$ cat src/rtl/rpn_stack_master.sv
// RPN (postfix) ALU that keeps top-of-stack locally and drives push/pop on an external LIFO.
// Define RPN_MUL_EN to decode opcode 8 as MUL (NOS*TOS, low DWID bits); otherwise it is illegal.
module rpn_stack_master #(
    parameter int DWID = 16
) (
    input  logic            clk,
    input  logic            rst,
    input  logic            tok_valid,
    output logic            tok_ready,
    input  logic [3:0]      tok_op,
    input  logic [DWID-1:0] tok_data,
    output logic [DWID-1:0] tos,
    output logic            tos_v,
    output logic            err_underflow,
    output logic            err_overflow,
    output logic            err_illegal,
    input  logic            err_clr,
    output logic            stk_push,
    output logic            stk_pop,
    output logic [DWID-1:0] stk_din,
    input  logic [DWID-1:0] stk_dout,
    input  logic            stk_dout_v,
    input  logic            stk_empty,
    input  logic            stk_full
);

    typedef enum logic [1:0] {IDLE, POP, WAIT} state_t;

    localparam logic [3:0] OP_LIT  = 4'd0;
    localparam logic [3:0] OP_ADD  = 4'd1;
    localparam logic [3:0] OP_SUB  = 4'd2;
    localparam logic [3:0] OP_AND  = 4'd3;
    localparam logic [3:0] OP_OR   = 4'd4;
    localparam logic [3:0] OP_XOR  = 4'd5;
    localparam logic [3:0] OP_DROP = 4'd6;
    localparam logic [3:0] OP_SWAP = 4'd7;
    localparam logic [3:0] OP_MUL  = 4'd8;

    state_t          state_q, state_d;
    logic [3:0]      op_q, op_d;
    logic [DWID-1:0] tos_q, tos_d;
    logic            tos_v_q, tos_v_d;
    logic            err_uf_q, err_uf_d;
    logic            err_ov_q, err_ov_d;
    logic            err_il_q, err_il_d;
    logic            is_binary;
    logic [DWID-1:0] alu_res;

    always_comb begin
        is_binary = (tok_op == OP_ADD) || (tok_op == OP_SUB) || (tok_op == OP_AND) ||
                    (tok_op == OP_OR)  || (tok_op == OP_XOR);
`ifdef RPN_MUL_EN
        if (tok_op == OP_MUL) is_binary = 1'b1;
`endif
    end

    // Operands: stk_dout is NOS, tos_q is TOS; op_q was latched when the token was taken.
    always_comb begin
        alu_res = '0;
        case (op_q)
            OP_ADD:  alu_res = stk_dout + tos_q;
            OP_SUB:  alu_res = stk_dout - tos_q;
            OP_AND:  alu_res = stk_dout & tos_q;
            OP_OR:   alu_res = stk_dout | tos_q;
            OP_XOR:  alu_res = stk_dout ^ tos_q;
`ifdef RPN_MUL_EN
            OP_MUL:  alu_res = stk_dout * tos_q;
`endif
            default: alu_res = '0;
        endcase
    end

    always_comb begin
        state_d   = state_q;
        op_d      = op_q;
        tos_d     = tos_q;
        tos_v_d   = tos_v_q;
        err_uf_d  = err_clr ? 1'b0 : err_uf_q;
        err_ov_d  = err_clr ? 1'b0 : err_ov_q;
        err_il_d  = err_clr ? 1'b0 : err_il_q;
        tok_ready = 1'b0;
        stk_push  = 1'b0;
        stk_pop   = 1'b0;
        case (state_q)
            IDLE: begin
                tok_ready = 1'b1;
                if (tok_valid) begin
                    if (tok_op == OP_LIT) begin
                        if (!tos_v_q) begin
                            tos_d   = tok_data;
                            tos_v_d = 1'b1;
                        end else if (!stk_full) begin
                            stk_push = 1'b1;
                            tos_d    = tok_data;
                        end else begin
                            err_ov_d = 1'b1;
                        end
                    end else if (is_binary || tok_op == OP_SWAP) begin
                        if (tos_v_q && !stk_empty) begin
                            op_d    = tok_op;
                            state_d = POP;
                        end else begin
                            err_uf_d = 1'b1;
                        end
                    end else if (tok_op == OP_DROP) begin
                        if (!tos_v_q) begin
                            err_uf_d = 1'b1;
                        end else if (stk_empty) begin
                            tos_d   = '0;
                            tos_v_d = 1'b0;
                        end else begin
                            op_d    = tok_op;
                            state_d = POP;
                        end
                    end else begin
                        err_il_d = 1'b1;
                    end
                end
            end
            POP: begin
                stk_pop = 1'b1;
                state_d = WAIT;
            end
            WAIT: begin
                // The pop just freed a slot, so the SWAP write-back push can never hit a full stack.
                if (stk_dout_v) begin
                    state_d = IDLE;
                    if (op_q == OP_DROP) begin
                        tos_d = stk_dout;
                    end else if (op_q == OP_SWAP) begin
                        stk_push = 1'b1;
                        tos_d    = stk_dout;
                    end else begin
                        tos_d = alu_res;
                    end
                end
            end
            default: state_d = IDLE;
        endcase
    end

    always_ff @(posedge clk or posedge rst) begin
        if (rst) begin
            state_q  <= IDLE;
            op_q     <= OP_LIT;
            tos_q    <= '0;
            tos_v_q  <= 1'b0;
            err_uf_q <= 1'b0;
            err_ov_q <= 1'b0;
            err_il_q <= 1'b0;
        end else begin
            state_q  <= state_d;
            op_q     <= op_d;
            tos_q    <= tos_d;
            tos_v_q  <= tos_v_d;
            err_uf_q <= err_uf_d;
            err_ov_q <= err_ov_d;
            err_il_q <= err_il_d;
        end
    end

    assign tos           = tos_q;
    assign tos_v         = tos_v_q;
    assign stk_din       = tos_q;
    assign err_underflow = err_uf_q;
    assign err_overflow  = err_ov_q;
    assign err_illegal   = err_il_q;

endmodule
$ cat config.mk
export PLATFORM = sky130hd
export DESIGN_NAME = rpn_stack_master
export DESIGN_NICKNAME = d
export VERILOG_FILES = /design/src/rtl/rpn_stack_master.sv
export SDC_FILE = /design/constraint.sdc
export NUM_CORES = 1
export LEC_CHECK = 0
export BUFFER_PORTS_ARGS = -buffer_cell sky130_fd_sc_hd__buf_2
export CORE_AREA = 2 2 67 117
export DETAILED_ROUTE_END_ITERATION = 8
export DIE_AREA = 0 0 69 119
export GPL_TIMING_DRIVEN = 0
export MAX_ROUTING_LAYER = met4
export PLACE_DENSITY = 0.77
export SYNTH_ARGS = -nofsm -noshare
export SYNTH_HDL_FRONTEND = slang
export SYNTH_SLANG_ARGS = --single-unit
$ cat constraint.sdc
create_clock -name clk -period 2.93 [get_ports clk]
set_input_delay 0.1465 -clock clk [delete_from_list [all_inputs] [get_ports clk]]
set_output_delay 0.1465 -clock clk [all_outputs]
set_load 0.03 [all_outputs]
Yosys cells after proc, flatten, opt, wreduce, memory -nomap -nowiden
Cells that the tools add are included.
- add/subtract/negate cells: 2
- multiplexer cells: 62
- reductions and logical operators: 17
- equality and inequality tests: 31
- bitwise operators: 4
- operators with widths (cell ; number):
    16-bit two-way mux ; 11
    16-bit one-hot mux with 5 select lines ; 1
    1-bit two-way mux ; 34
    4-bit by 3-bit == test with 1-bit output, second input constant ; 8
    16-bit one-hot mux with 2 select lines ; 1
    3-bit inequality test, second input constant ; 8
    4-bit two-way mux ; 5
    16-bit adder ; 1
    16-bit AND ; 1
    4-bit by 2-bit == test with 1-bit output, second input constant ; 4
    2-bit two-way mux ; 8
    16-bit OR ; 1
    16-bit subtractor ; 1
    16-bit bitwise XOR ; 1
    7-bit AND reduction ; 2
    4-bit by 1-bit == test with 1-bit output, second input constant ; 2
    2-bit inequality test, second input constant ; 4
    8-bit AND reduction ; 1
    2-bit nonzero test ; 4
    2-bit one-hot mux with 3 select lines ; 1
    1-bit logical OR ; 5
    4-bit zero test ; 1
    2-bit by 1-bit inequality test with 1-bit output, second input constant ; 2
    4-bit inequality test, second input constant ; 1
    other kinds (8) ; 8
- bits in registers: 26

Logic depth before layout (Yosys ltp)
Gate-level depths: netlist of the first run.
- depth in word-level cells: 10
- gate-level depth with buffers: 13
- gate-level depth less buffers: 13

Least setup slack after synthesis of the first run
OpenSTA, ideal clock, no wires.
- path kind: reg2reg
- start point: register op_q[0]
- end point: register tos_q[9] (netlist: stk_din[9])
- period minus slack after synthesis: 3.130 ns
- path slack: -0.200 ns
- stages on the path, launching flop included: 14
- path buffers: 3
- data arrival time: 3.001 ns
- cells stage by stage: dfrtp_1 clkbuf_1 clkbuf_1 buf_2 nor2_1 a21oi_1 xnor2_1 ha_1 a21o_1 nor3_1 a211oi_1 or3_1 a311oi_1 a21oi_1
- word-level cells in the longest chain between the ends: 6
- elaborated cells between the ends (all ways): 12
- ends and longest elaborated chain (what ; line ; RTL):
    from (decl) ; 40 ; logic [3:0] op_q, op_d;
    from (signal assigned) ; 153 ; op_q <= op_d;
    4-bit by 3-bit == test with 1-bit output (tied with other cells) ; 60 ; case (op_q)
    16-bit one-hot mux with 5 select lines ; 60 ;
    16-bit two-way mux ; 130 ; end else if (op_q == OP_SWAP) begin
    16-bit two-way mux (*) ; 128 ; if (op_q == OP_DROP) begin
    16-bit two-way mux (*) ; 126 ; if (stk_dout_v) begin
    16-bit one-hot mux with 2 select lines (*) ; 84 ; case (state_q)
    to (signal assigned) ; 154 ; tos_q <= tos_d;
    to (decl) ; 41 ; logic [DWID-1:0] tos_q, tos_d;
Every way passes the cells marked *; elsewhere a longest branch is shown, timed or not. The select of a mux whose other input is x is not followed.
A chain may end at the register's enable or synchronous reset.

Final worst setup path of the first run
- start point: register tos_q[0] (netlist: stk_din[0])
- end point: register tos_q[15] (netlist: stk_din[15])
- word-level cells in the longest chain between the ends: 6
- elaborated cells between the ends (all ways): 7
- ends and longest elaborated chain (what ; line):
    16-bit subtractor or 16-bit adder (tied branches) ; 62, 61
    16-bit one-hot mux with 5 select lines (*) ; 60
    16-bit two-way mux (*) ; 130
    16-bit two-way mux (*) ; 128
    16-bit two-way mux (*) ; 126
    16-bit one-hot mux with 2 select lines (*) ; 84
Marked as above.

==> summary.md, run 1 <==
| Metric | Value |
|---|---|
| Number of global-route vias before repair | 4,088 |
| Highest achievable clock rate | 328 MHz |
| Commonest cells post-synth | sky130_fd_sc_hd__ha_1 (48), sky130_fd_sc_hd__inv_1 (44), sky130_fd_sc_hd__nand2_1 (43), sky130_fd_sc_hd__a21oi_1 (35), sky130_fd_sc_hd__o21ai_0 (32) |
| All-Layer GR Usage | 31.7% |
| Number of warning messages in the yosys log | 0 |
| Startpoint of the tightest hold check path | err_clr |
| Count of nets after finishing | 667 |
| Area share of the largest cell type after synthesis | 18.2% |
| Post-Synthesis Net Count | 558 |
| Number of antenna violations at the first check in global routing | 0 |
| Gate count after technology mapping | 466 |
| CP cell instances | inv_4 > ha_4 > nand4_1 > o21ai_0 > xnor2_1 > ha_1 > a21o_1 > a31oi_4 > nand2_1 > o21ai_2 > xnor2_1 > a221o_1 |
| R2R setup slack | -0.12 ns |
| Transition time at the pin with the least slew margin | 1.17 ns |
| WP data required | 3.10 ns |
| Global-route congestion overflow total | 0 |
| Pin count of the biggest net entering global routing | 27 |
| First-pass GRT wire length | 20,000 um |
| Clock-pin slew on the worst setup and hold paths | 0.08 ns |
| HPWL reported at the end of detailed placement | 8950 um |
| CP Capture Type | register |
| Crit path setup slack, layout | -0.119 ns |
| Psw | 0.00188 W |
| Share of the yosys chip area belonging to registers | 18.2% |
| Vias per std cell | 6.33 |
| Relative slew margins | 21.8% |
| Final weighted congestion in routability-driven placement | 0.945 |
| Routed length per instance | 19.9 um |
| Initial detailed-routing violation count | 355 |
| Power share of the combinational group | 72.6% |
| Hold-fix buffers at CTS | 0 |
| Failing checks | setup timing |
| Clk network pwr share | 12.1% |
| Starting density of the core | 48.6% |
| Startpoint Class | register |
| Switching share of total power | 50.6% |
| Count of flip-flops with a built-in enable after synthesis | 0 |
| Die area | 8210 um^2 |
| Area of the mapped netlist | 3580 um^2 |
| Inserted Clock Buffers | 3 |
| Floorplan die height | 119 um |
| # placed instances | 633 |
| Async set-reset flop share out of synthesis | 100% |
| TritonCTS clock tree | yes |
| Cell area after layout | 4770 um^2 |
| Internal power | 0.00184 W |
| Final Hold Fails | 0 |
| Layout cell share with drive strength beyond 1 | 34.8% |
| Total number of vias | 4,189 |
| Status | finished with violations |
| Max_cap viols | 0 |
| Critical Path Source | stk_din[0]$_DFFE_PP0P_ |
| WP data arrival | 3.22 ns |
| 1st-pass router iterations | 5 |
| Setup violations, final | 4 |
| Synthesized flop and latch total | 26 |
| Reg-to-Reg Start | stk_din[0]$_DFFE_PP0P_ |
| Number of fill cells in the layout | 629 |
| Sequential share of power | 15.2% |
| Max Root-Sink Buffers | 2 |
| Most used flip-flop cell after synthesis | sky130_fd_sc_hd__dfrtp_1 |
| CTS H-tree lvls | 1 |
| Cell area reported after detailed placement | 4100 um^2 |
| Post-synthesis to final-layout area growth | 33.4% |
| Sink count of the clock tree | 26 |
| Chip Width | 69 um |
| Biggest area consumer among synthesized cells | sky130_fd_sc_hd__dfrtp_1 |
| Most area-consuming cells after synthesis | sky130_fd_sc_hd__dfrtp_1 (18%), sky130_fd_sc_hd__ha_1 (17%), sky130_fd_sc_hd__a21oi_1 (4.9%) |
| Detailed-route wire length | 13,200 um |
| Setup repair after global routing missed its margin | true |
| Setup Skew | 0.00448 ns |
| Final critical-path required period | 3.05 ns |
| Port buffer count | 79 |
| Leakage power | 2.30 nW |
| Cell chosen for the clock root | sky130_fd_sc_hd__clkbuf_16 |
| Pwr per Cell Area | 780 nW/um^2 |
| Count leader, synth | sky130_fd_sc_hd__ha_1 |
| Synthesized area per cell | 7.68 um^2 |
| Count of nets left with antenna violations after detail routing | 0 |
| Min-delay worst type | in2reg |
| Site Rows | 42 |
| Most frequent CP cell | sky130_fd_sc_hd__xnor2_1 |
| Largest stage delay on the critical path | 0.45 ns |
| Critical path type | reg2reg |
| Total negative slack | -0.229 ns |
| Core area | 7360 um^2 |
| Highest-delay cell along the critical path | sky130_fd_sc_hd__dfrtp_2 |
| Max rail drop VDD | 358 uV |
| Seq. cell area | 658 um^2 |
| Total inserted antenna cells | 0 |
| Final cell count without fillers | 662 |
| Part of the cycle the worst path needs | 104% |
| Distinct cell type count of the synthesized netlist | 63 |
| Count of boundary I/O pins | 82 |
| Detailed-route DRC error count | 0 |
| Post-placement setup slack | -0.764 ns |
| Maximum fanout encountered on the critical timing path | 8 |
| Clock latency at the later pin of the worst-skew pair | 0.29 ns |
| Pins over their slew limit | 0 |
| Area occupied by multi-input gates | 2850 um^2 |
[metrics by stage]
step	hold slack, ns	total power [W]	utilization, %
global route	0.0833	0.00391	64.9
finish	0.0664	0.00372	64.9
CTS	0.0664	0.00344	62.8
floorplan	0.187	0.00202	-
detailed placement	0.369	0.00253	55.8
global placement	0.366	0.00248	55.8
[cells by family (layout without fill, tap and decap cells)]
| logic type | Yosys count | count (layout) | share of synthesized area, % |
|---|---|---|---|
| buffers and inverters | 79 | 187 | 10.4 |
| AOI/OAI and AO/OA | 150 | 150 | 27.8 |
| xor gates and xnor gates | 20 | 20 | 4.90 |
| DFF | 26 | 26 | 18.2 |
| muxes | 10 | 10 | 3.01 |
| adders and majority gates | 49 | 49 | 17.3 |
| and+or+nand+nor | 132 | 132 | 18.4 |
[cells in the final DEF, fill, tap and decap left out, types with 5 or more instances in the layout]
master / count
sky130_fd_sc_hd__inv_1: 42
sky130_fd_sc_hd__a22oi_1: 9
sky130_fd_sc_hd__buf_2: 85
sky130_fd_sc_hd__dfrtp_2: 6
sky130_fd_sc_hd__o21ai_1: 6
sky130_fd_sc_hd__nand2_1: 43
sky130_fd_sc_hd__o31ai_1: 5
sky130_fd_sc_hd__nand3_1: 7
sky130_fd_sc_hd__ha_1: 38
sky130_fd_sc_hd__a21o_1: 6
sky130_fd_sc_hd__a31oi_1: 7
sky130_fd_sc_hd__a221oi_1: 8
sky130_fd_sc_hd__nor3_1: 9
sky130_fd_sc_hd__clkbuf_1: 7
sky130_fd_sc_hd__o21ai_0: 25
sky130_fd_sc_hd__o21a_1: 5
sky130_fd_sc_hd__xnor2_1: 15
sky130_fd_sc_hd__nor2_1: 21
sky130_fd_sc_hd__a21oi_1: 31
sky130_fd_sc_hd__ha_2: 8
sky130_fd_sc_hd__dfrtp_1: 20
sky130_fd_sc_hd__nor2b_1: 5
sky130_fd_sc_hd__buf_4: 39
[sequential cells by signal (all words and copies together) (netlist names)]
name / count
state_q: 2
err_illegal: 1
stk_din: 16
tos_v: 1
err_overflow: 1
err_underflow: 1
op_q: 4
[power groups by stage]
stage	combinational, W	sequential, W	clock, W
after floorplan	0.00138	0.000642	0
after global placement	0.00193	0.000547	0
after global routing	0.00287	0.000575	0.000462
after detailed placement	0.00198	0.000551	0
final	0.00270	0.000566	0.000451
after CTS	0.00243	0.000554	0.000454
[final timing paths]
kind / to / cells after the start
hold / removal: err_illegal$_DFF_PP0_ / 2
setup reg to reg: stk_din[15]$_DFFE_PP0P_ / 12
max in group asynchronous: stk_din[4]$_DFFE_PP0P_ / 2
min in group asynchronous: op_q[3]$_DFFE_PP0P_ / 2
setup / recovery: stk_din[15]$_DFFE_PP0P_ / 12
hold reg to reg: err_underflow$_DFF_PP0_ / 2
[worst max-delay path: cells and delay by family (launching register included)]
| family | cells | cell delay (ns) |
|---|---|---|
| buffers and inverters | 1 | 0.09 |
| DFF | 1 | 0.45 |
| AOI/OAI and AO/OA | 5 | 1.29 |
| xor gates and xnor gates | 2 | 0.28 |
| adders and majority gates | 2 | 0.51 |
| and+or+nand+nor | 2 | 0.32 |
[layer usage]
layer / vias up / routed length [um] / track usage, %
met4: 0 / 1050 / 26.7
met5: - / 0 / -
li1: 1890 / - / -
met2: 257 / 6620 / 54.0
met1: 1962 / 4650 / 31.5
met3: 80 / 890 / 4.15
[repair_timing]
action / 4_1_cts / 5_1_grt
setup buffers: 22 / 6
pin swaps: 24 / 13
endpoints found under the setup margin: 13 / 9
resized for setup: 60 / 26
[final cells by class]
cell class	count	area share [%]
multi-input cells	361	59.8
flip-flops and latches	26	13.8
repair buffers	107	13.5
plain buffers	32	4.88
inverters	44	3.57
well taps	88	2.31
clock buffers	3	1.57
clock inverters	1	0.629
Power figures use the tool's default switching activity.
==> run 2, diff against run 1 <==
PLACE_DENSITY = default   (was 0.77)
PLACE_DENSITY_LB_ADDON = 0.08   (was default)
clock period = 3.84 ns   (was 2.93 ns; I/O delays follow)
==> run 2 against run 1 <==
Compared with the run above:
- the run now ends clean
- critical path depth decreased by 1
- cell area decreased by 12%
- non-clock buffer count decreased by 26
- total power decreased by 38%
- core utilization decreased by 7.7 points
- sequential power decreased by 25%
- clock power decreased by 25%
- first-iteration DRC count decreased by 34%
- clock skew increased by 0.0028 ns
- via count decreased by 8.3%
- sequential share of layout area increased by 1.7 points
==> summary.md, run 2 (same netlist as run 1, synthesis figures left out) <==
| Metric | Value |
|---|---|
| Hold-fix buffers at CTS | 0 |
| Maximum fanout encountered on the critical timing path | 10 |
| Cell chosen for the clock root | sky130_fd_sc_hd__clkbuf_16 |
| TritonCTS clock tree | yes |
| Initial detailed-routing violation count | 236 |
| WP data required | 4.01 ns |
| Detailed-route DRC error count | 0 |
| Pins over their slew limit | 0 |
| Core area | 7360 um^2 |
| Chip Width | 69 um |
| Clock latency at the later pin of the worst-skew pair | 0.28 ns |
| Pwr per Cell Area | 547 nW/um^2 |
| Max rail drop VDD | 282 uV |
| Setup Skew | 0.00724 ns |
| Total inserted antenna cells | 0 |
| Highest achievable clock rate | 267 MHz |
| Number of global-route vias before repair | 3,704 |
| Final Hold Fails | 0 |
| Largest stage delay on the critical path | 0.44 ns |
| Min-delay worst type | in2reg |
| Port buffer count | 79 |
| Site Rows | 42 |
| Count of nets after finishing | 641 |
| Relative slew margins | 25.6% |
| HPWL reported at the end of detailed placement | 9480 um |
| Inserted Clock Buffers | 3 |
| CTS H-tree lvls | 1 |
| Part of the cycle the worst path needs | 97.6% |
| Number of antenna violations at the first check in global routing | 0 |
| Routed length per instance | 19.3 um |
| Highest routed layer | met4 |
| Startpoint Class | register |
| Max Root-Sink Buffers | 2 |
| Vias per std cell | 6.04 |
| Crit path setup slack, layout | 0.0906 ns |
| Leakage power | 2.10 nW |
| Wire length on met3 | 444 um |
| CP Capture Type | register |
| Count of nets left with antenna violations after detail routing | 0 |
| M1 wire length | 4720 um |
| Final hold slack | 0.108 ns |
| Setup repair after global routing missed its margin | false |
| CP cell instances | clkbuf_1 > nand3b_1 > o21ai_0 > inv_1 > ha_1 > nor2b_1 > o31ai_2 > a211oi_1 > o21ai_1 > xnor2_1 > a221o_1 |
| Met2 wire length | 6560 um |
| Buffer count from post-CTS setup fixing | 0 |
| Sink count of the clock tree | 26 |
| WP data arrival | 3.92 ns |
| Status | complete, no violations |
| Largest register FFs | 16 |
| Setup violations, final | 0 |
| Total number of vias | 3,841 |
| Starting density of the core | 48.6% |
| Number of fill cells in the layout | 713 |
| Transition time at the pin with the least slew margin | 1.11 ns |
| Critical path type | reg2reg |
| Count of boundary I/O pins | 82 |
| Layout cell share with drive strength beyond 1 | 21.9% |
| Clock-pin slew on the worst setup and hold paths | 0.08 ns |
| Highest-delay cell along the critical path | sky130_fd_sc_hd__dfrtp_1 |
| All-Layer GR Usage | 30.5% |
| Most common cell after layout, fill and taps aside | sky130_fd_sc_hd__buf_2 |
| Pin count of the biggest net entering global routing | 27 |
| Max_cap viols | 0 |
| First-pass GRT wire length | 19,100 um |
| Final weighted congestion in routability-driven placement | 0.998 |
| Post-synthesis to final-layout area growth | 17.5% |
| Floorplan die height | 119 um |
| Final critical-path required period | 3.75 ns |
| Detailed-route wire length | 12,300 um |
| Post-placement setup slack | -0.294 ns |
| Die area | 8210 um^2 |
| Global-route congestion overflow total | 0 |
| Leading cell types in the layout, fill and taps excluded | sky130_fd_sc_hd__buf_2 (86), sky130_fd_sc_hd__ha_1 (48), sky130_fd_sc_hd__inv_1 (44) |
| 1st-pass router iterations | 7 |
[run 2: cell count changes in the layout (fill, tap and decap cells not counted), moves of 6 or more]
cell                      change
sky130_fd_sc_hd__buf_4       -23
sky130_fd_sc_hd__ha_1        +10
sky130_fd_sc_hd__ha_2         -8
sky130_fd_sc_hd__dfrtp_1      +6
sky130_fd_sc_hd__dfrtp_2      -6
sky130_fd_sc_hd__o21ai_0      +6
[run 2: final timing paths]
path                                   startpoint                      end  slack, ns  cells after the start
max reg2reg                   op_q[1]$_DFFE_PP0P_  stk_din[15]$_DFFE_PP0P_       0.09                     11
min                                       err_clr    err_illegal$_DFF_PP0_       0.11                      2
max in group asynchronous                     rst   stk_din[3]$_DFFE_PP0P_       2.98                      2
min in group asynchronous                     rst      op_q[3]$_DFFE_PP0P_       0.18                      2
max                           op_q[1]$_DFFE_PP0P_  stk_din[15]$_DFFE_PP0P_       0.09                     11
min reg2reg                err_overflow$_DFF_PP0_   err_overflow$_DFF_PP0_       0.53                      2
[run 2: worst max-delay path: cells and delay by family (launching register included)]
kind                     cells  cell delay (ns)
buffers and inverters        2             0.51
AND/OR/NAND/NOR              2             0.56
AO/OA/AOI/OAI                5             1.72
flip-flops                   1             0.44
adder cells (fa/ha/maj)      1             0.27
XOR/XNOR                     1             0.12
[run 2: layout make-up]
cell class	instances	area, um^2	area share, %
Sequential cell	26	651	15.5
Multi-Input combinational cell	361	2570	61.2
Timing Repair Buffer	79	395	9.40
Clock buffer	3	75.1	1.79
Inverter	44	165	3.93
Tap cell	88	110	2.62
Buffer	34	205	4.88
Clock inverter	1	30.0	0.714
[run 2: stage by stage]
stage	setup TNS (ns)	total power, W	util, %	std cells	instance area, um^2
CTS	0	0.00228	57.1	637	4200
finish	0	0.00230	57.1	636	4200
global placement	-0.577	0.00191	55.5	633	4080
detailed placement	-0.549	0.00193	55.6	633	4090
global route	0	0.00247	57.1	636	4200
floorplan	0	0.00153	-	466	3580
[run 2: timing repair]
action | 4_1_cts | 5_1_grt
hold endpoints to repair | 0 | 0
endpoints found under the setup margin | 6 | 5
gates cloned | 0 | 0
gates resized for setup | 4 | 1
[run 2: power by group]
part           internal (W)  switching (W)
Clock              0.000209       0.000127
Combinational      0.000584       0.000957
Sequential         0.000323       0.000101
Total               0.00112        0.00118
[run 2: metal layers]
metal / global-route usage (%) / up-vias
met5: - / -
met4: 15.4 / 0
met3: 2.62 / 37
met2: 55.8 / 127
met1: 32.2 / 1842
li1: - / 1835
